$ cat src/rtl/miriscv_lsu.sv
// Load/store unit: turns one core memory request into a req/gnt/rvalid bus
// transaction, aligning store data and extending load data by access size.
module miriscv_lsu (
    input  logic        clk_i,
    input  logic        rst_n_i,
    input  logic        lsu_req_i,
    input  logic        lsu_we_i,
    input  logic [2:0]  lsu_size_i,
    input  logic [31:0] lsu_addr_i,
    input  logic [31:0] lsu_data_i,
    output logic        lsu_stall_req_o,
    output logic [31:0] lsu_data_o,
    output logic        lsu_err_o,
    output logic        data_req_o,
    output logic        data_we_o,
    output logic [3:0]  data_be_o,
    output logic [31:0] data_addr_o,
    output logic [31:0] data_wdata_o,
    input  logic        data_gnt_i,
    input  logic        data_rvalid_i,
    input  logic [31:0] data_rdata_i
);

    localparam logic [2:0] SIZE_BYTE   = 3'd0;
    localparam logic [2:0] SIZE_HALF   = 3'd1;
    localparam logic [2:0] SIZE_WORD   = 3'd2;
    localparam logic [2:0] SIZE_UBYTE  = 3'd4;
    localparam logic [2:0] SIZE_UHALF  = 3'd5;

    typedef enum logic [1:0] {
        ST_IDLE,
        ST_REQ,
        ST_WAIT,
        ST_DONE
    } state_t;

    state_t      state;
    state_t      state_next;

    logic [2:0]  size_q;
    logic [1:0]  lane_q;
    logic        misaligned;
    logic        illegal_size;
    logic        error_now;
    logic        accept;
    logic        complete;
    logic [3:0]  be_next;
    logic [31:0] wdata_next;
    logic [7:0]  byte_sel;
    logic [15:0] half_sel;
    logic [31:0] load_data;

    // Request decode: lane enables, replicated store data and legality.
    // NOTE: every signal gets a default before the case so no latch is inferred.
    always_comb begin
        illegal_size = 1'b0;
        misaligned   = 1'b0;
        be_next      = 4'b0000;
        wdata_next   = lsu_data_i;
        case (lsu_size_i)
            SIZE_BYTE, SIZE_UBYTE: begin
                be_next    = 4'b0001 << lsu_addr_i[1:0];
                wdata_next = {4{lsu_data_i[7:0]}};
            end
            SIZE_HALF, SIZE_UHALF: begin
                be_next    = 4'b0011 << {lsu_addr_i[1], 1'b0};
                wdata_next = {2{lsu_data_i[15:0]}};
                misaligned = lsu_addr_i[0];
            end
            SIZE_WORD: begin
                be_next    = 4'b1111;
                misaligned = |lsu_addr_i[1:0];
            end
            default: illegal_size = 1'b1;
        endcase
    end

    assign error_now = (state == ST_IDLE) & lsu_req_i & (misaligned | illegal_size);
    assign accept    = (state == ST_IDLE) & lsu_req_i & ~(misaligned | illegal_size);
    assign complete  = ((state == ST_REQ) & data_gnt_i & data_rvalid_i)
                     | ((state == ST_WAIT) & data_rvalid_i);

    // State register.
    // NOTE: sequential state uses non-blocking assignments so every flop samples pre-edge values.
    always_ff @(posedge clk_i) begin
        if (!rst_n_i) begin
            state <= ST_IDLE;
        end else begin
            state <= state_next;
        end
    end

    // Next-state logic; rvalid in REQ only counts together with gnt.
    always_comb begin
        state_next = state;
        case (state)
            ST_IDLE: if (accept) state_next = ST_REQ;
            ST_REQ: begin
                if (data_gnt_i) begin
                    state_next = data_rvalid_i ? ST_DONE : ST_WAIT;
                end
            end
            ST_WAIT: if (data_rvalid_i) state_next = ST_DONE;
            ST_DONE: state_next = ST_IDLE;
            default: state_next = ST_IDLE;
        endcase
    end

    // State-derived outputs; the stall is forced low while reset is held.
    always_comb begin
        data_req_o      = (state == ST_REQ);
        lsu_stall_req_o = rst_n_i & lsu_req_i & (state != ST_DONE) & ~error_now;
    end

    // Load extraction uses the lane and size registered at acceptance.
    assign byte_sel = data_rdata_i[{lane_q, 3'b000} +: 8];
    assign half_sel = data_rdata_i[{lane_q[1], 4'b0000} +: 16];

    always_comb begin
        load_data = data_rdata_i;
        case (size_q)
            SIZE_BYTE:  load_data = {{24{byte_sel[7]}}, byte_sel};
            SIZE_UBYTE: load_data = {24'd0, byte_sel};
            SIZE_HALF:  load_data = {{16{half_sel[15]}}, half_sel};
            SIZE_UHALF: load_data = {16'd0, half_sel};
            default:    load_data = data_rdata_i;
        endcase
    end

    // Bus request fields, error pulse and load result.
    always_ff @(posedge clk_i) begin
        if (!rst_n_i) begin
            data_we_o    <= 1'b0;
            data_be_o    <= 4'b0000;
            data_addr_o  <= 32'd0;
            data_wdata_o <= 32'd0;
            size_q       <= 3'd0;
            lane_q       <= 2'd0;
            lsu_data_o   <= 32'd0;
            lsu_err_o    <= 1'b0;
        end else begin
            lsu_err_o <= error_now;
            if (accept) begin
                data_we_o    <= lsu_we_i;
                data_be_o    <= be_next;
                data_addr_o  <= {lsu_addr_i[31:2], 2'b00};
                data_wdata_o <= wdata_next;
                size_q       <= lsu_size_i;
                lane_q       <= lsu_addr_i[1:0];
            end
            if (complete && !data_we_o) begin
                lsu_data_o <= load_data;
            end
        end
    end

endmodule

$ cat config.mk
export PLATFORM = sky130hd
export DESIGN_NAME = miriscv_lsu
export DESIGN_NICKNAME = d
export VERILOG_FILES = /design/src/rtl/miriscv_lsu.sv
export SDC_FILE = /design/constraint.sdc
export NUM_CORES = 1
export LEC_CHECK = 0
export ABC_CLOCK_PERIOD_IN_PS = 5100
export CAP_MARGIN = 30
export CELL_PAD_IN_SITES_DETAIL_PLACEMENT = 1
export CELL_PAD_IN_SITES_GLOBAL_PLACEMENT = 1
export CORE_UTILIZATION = 33
export CTS_CLUSTER_DIAMETER = 30
export DETAILED_ROUTE_END_ITERATION = 12
export PLACE_DENSITY_LB_ADDON = 0.1
export SYNTH_ARGS = -nofsm -noshare
export SYNTH_HDL_FRONTEND = slang
export SYNTH_SLANG_ARGS = --single-unit
export TNS_END_PERCENT = 10
$ cat constraint.sdc
create_clock -name clk_i -period 5.1 [get_ports clk_i]
set_input_delay 1.02 -clock clk_i [delete_from_list [all_inputs] [get_ports clk_i]]
set_output_delay 1.02 -clock clk_i [all_outputs]
set_load 0.005 [all_outputs]
==> results_dict.tcl <==
set metrics [dict create \
    outcome "complete, no violations" \
    cts_tree "yes" \
    combPwrFrac 0.336 \
    via_per_inst 5.185 \
    postCtsSetupBuffers 0 \
    synth_edf_count 0 \
    gr-usage-all-layers 0.2252 \
    p_sw_w 0.0008259 \
    hold_depth 2 \
    dp_cells 952 \
    vias 5029 \
    cts_max_path_buffers 2 \
    power.internal_w 0.001812 \
    root_buffer "clkbuf_16" \
    port_buffers 206 \
    grt_overflow 0 \
    criticalPathCategory "primary input to primary output" \
    fin_crit_sh 0.7774 \
    r2r_start "state[1]" \
    synth_flop_cell "dfxtp_1" \
    ctsHtreeMaxLevel 3 \
    drtIter0Drc 258 \
    ir_drop_mv 0.1798 \
    tightest_slew_ns 0.9349 \
    syn_area_mm2 0.004947 \
    post-route-util 0.5061 \
    wire_per_inst_um 17.61 \
    avgSynthCellArea_um2 8.150 \
    maxCapViolations 0 \
    antenna_found_initial 0 \
    fmax_mhz 252.2 \
    rrSetupSlack_ns 2.74 \
    grt_pass1_wl_mm 28.05 \
    power_density_mw_per_mm2 357.3 \
    period_needed_ns 3.965 \
    ys_seq_elements 107 \
    rsz0062_at_grt "no" \
    grt_max_degree 51 \
    final_hold_viol_count 0 \
    p_sw_frac 0.3130 \
    dieHeight_um 124.4 \
    ys_warn_count 0 \
    worstPathArrival_ns 2.94 \
    ys_types 50 \
    clkLatencyLatePin_ns 0.36 \
    async_flop_share 0 \
    drt_pass1_iterations 4 \
    clock_skew_ns 0.007821 \
    synthToLayoutAreaGrowth_pct 49.24 \
    clkSlewWorstSetupHoldPaths_ns 0.07 \
    start_util 0.3391 \
    gp_congestion 0.7690 \
    nNetsFinal 891 \
    cts_buffers 9 \
    cts_resized 0 \
    cts.sinks 107 \
    hold_path.class "register to register" \
    min_to "data_addr_o[24]" \
    critPathCaptureType "primary output" \
    final-setup-viol-count 0 \
    worstReg2RegEnd "lsu_data_o[17]" \
    seq_power_share 0.405 \
    dieArea_mm2 0.01549 \
    die_width_um 124.4 \
    wirelength_mm 17.08 \
    slew_viol_final 0 \
    grt_pass1_vias 5383 \
    ys_seq_area_frac 0.4330 \
    start_kind "primary input" \
    ctsHoldBuffers 0 \
    ios 209 \
    worstPathMaxFanout 6 \
    syn_inst 607 \
    clkPwrFrac 0.260 \
    drc_errors 0 \
    p_leak_nw 2.542 \
    n_antenna_cell 0 \
    worstHoldStart "data_addr_o[24]" \
    worst-r2r-cell-count 6 \
    final_cells 970 \
    core_area_mm2 0.01459 \
    drive_gt1_frac 0.06361 \
    hpwl_mm 12.23 \
    slew-limit-headroom 0.3758 \
    whs_ns 0.4558 \
    tns_ns 0 \
    rows 44 \
    critical_path_required_ns 4.08 \
    antenna_left 0 \
]
critical path, cell delays in order:
cell	delay (ns)
clkdlybuf4s50_1	0.53
nor4_4	0.51
nor2_1	0.08
a211oi_1	0.24
clkdlybuf4s50_1	0.56
power groups by stage:
stage	Sequential, W	Combinational (W)	Clock, W
2_1_floorplan	0.00108	0.000425	0
3_3_place_gp	0.00109	0.000838	0
3_5_place_dp	0.00110	0.000873	0
4_1_cts	0.00108	0.000878	0.000711
5_1_grt	0.00109	0.000972	0.000736
6_report	0.00107	0.000886	0.000685
routing by layer:
layer | GRT usage | up-vias | routed length (um)
met1 | 0.2633 | 2419 | 7289
li1 | - | 2444 | -
met4 | 0.07938 | 0 | 281
met2 | 0.3809 | 146 | 8240
met5 | 0 | - | 0
met3 | 0.07646 | 20 | 1270
worst max path at each step:
| stage | from | end |
|---|---|---|
| floorplan | lsu_addr_i[0] | lsu_stall_req_o |
| global placement | lsu_addr_i[0] | lsu_stall_req_o |
| detailed placement | lsu_addr_i[1] | lsu_stall_req_o |
| global route | lsu_addr_i[0] | lsu_stall_req_o |
| CTS | lsu_addr_i[1] | lsu_stall_req_o |
| finish | lsu_addr_i[1] | lsu_stall_req_o |
cells in the mapped netlist (all sizes together), types with 2 or more instances:
| cell type | n | area share |
|---|---|---|
| a311oi | 8 | 0.024 |
| inv | 9 | 0.0068 |
| mux2 | 6 | 0.014 |
| nor4bb | 6 | 0.012 |
| dfxtp | 107 | 0.43 |
| o221ai | 5 | 0.0089 |
| nor4b | 5 | 0.0089 |
| nor2 | 26 | 0.020 |
| o22ai | 2 | 0.0025 |
| nand3 | 2 | 0.0020 |
| nor3 | 2 | 0.0020 |
| a211oi | 16 | 0.027 |
| a221oi | 7 | 0.012 |
| a21oi | 81 | 0.083 |
| nand2 | 163 | 0.12 |
| nor4 | 2 | 0.0056 |
| mux2i | 21 | 0.042 |
| ha | 5 | 0.013 |
| nor2b | 9 | 0.011 |
| o221a | 4 | 0.0091 |
| clkbuf | 32 | 0.025 |
| buf | 21 | 0.031 |
| nand2b | 2 | 0.0025 |
| a31oi | 3 | 0.0068 |
| o21ai | 48 | 0.049 |
flip-flops by register name, indices dropped and copies added (netlist names):
| signal | flops |
|---|---|
| data_be_o | 4 |
| size_q | 3 |
| state | 2 |
| data_addr_o | 30 |
| lsu_data_o | 32 |
| lane_q | 2 |
| data_we_o | 1 |
| data_wdata_o | 32 |
| lsu_err_o | 1 |
layout by cell type (no fill, tap or decap), types with 2 or more instances in the layout:
cell | netlist | layout
clkbuf_16 | 0 | 9
nand2_1 | 163 | 163
mux2_2 | 6 | 6
mux2i_1 | 21 | 21
clkbuf_8 | 0 | 2
buf_16 | 0 | 2
dfxtp_1 | 107 | 107
a31oi_1 | 2 | 2
o221ai_1 | 5 | 5
nor3_1 | 2 | 2
nand2b_1 | 2 | 2
nor4b_1 | 5 | 5
a21oi_1 | 80 | 80
nand3_1 | 2 | 2
nor2_1 | 26 | 26
ha_1 | 5 | 5
nor4bb_1 | 6 | 6
clkbuf_1 | 31 | 2
nor2b_1 | 9 | 9
a221oi_1 | 7 | 7
o21ai_0 | 47 | 47
clkdlybuf4s50_1 | 0 | 206
o22ai_1 | 2 | 2
conb_1 | 1 | 2
inv_1 | 8 | 8
buf_4 | 4 | 6
a211oi_1 | 15 | 15
o221a_2 | 4 | 4
a311oi_2 | 8 | 8
stage by stage:
step	setup WS, ns	power, W	instance area (um^2)
floorplan	2.271	0.001500	4951
global placement	1.178	0.001926	7027
detailed placement	1.131	0.001970	7047
CTS	1.122	0.002670	7328
global route	1.020	0.002795	7383
finish	1.135	0.002638	7383
cell type report:
class	count	area [um^2]
Multi-Input combinational cell	439	2514
Inverter	9	33.78
Sequential cell	107	2142
Clock buffer	13	260.3
Clock inverter	3	21.27
Fill cell	1751	7206
Timing Repair Buffer	215	2182
Tap cell	184	230.2
kinds of logic after synthesis:
family / count (synthesis) / synth area share
DFF: 107 / 0.4330
other: 1 / 0.0007580
buffers and inverters: 62 / 0.06247
muxes: 27 / 0.05614
and+or+nand+nor: 221 / 0.1947
AOI/OAI and AO/OA: 184 / 0.2403
adders and majority gates: 5 / 0.01265
Note: power is estimated with default switching activity, not from simulation.
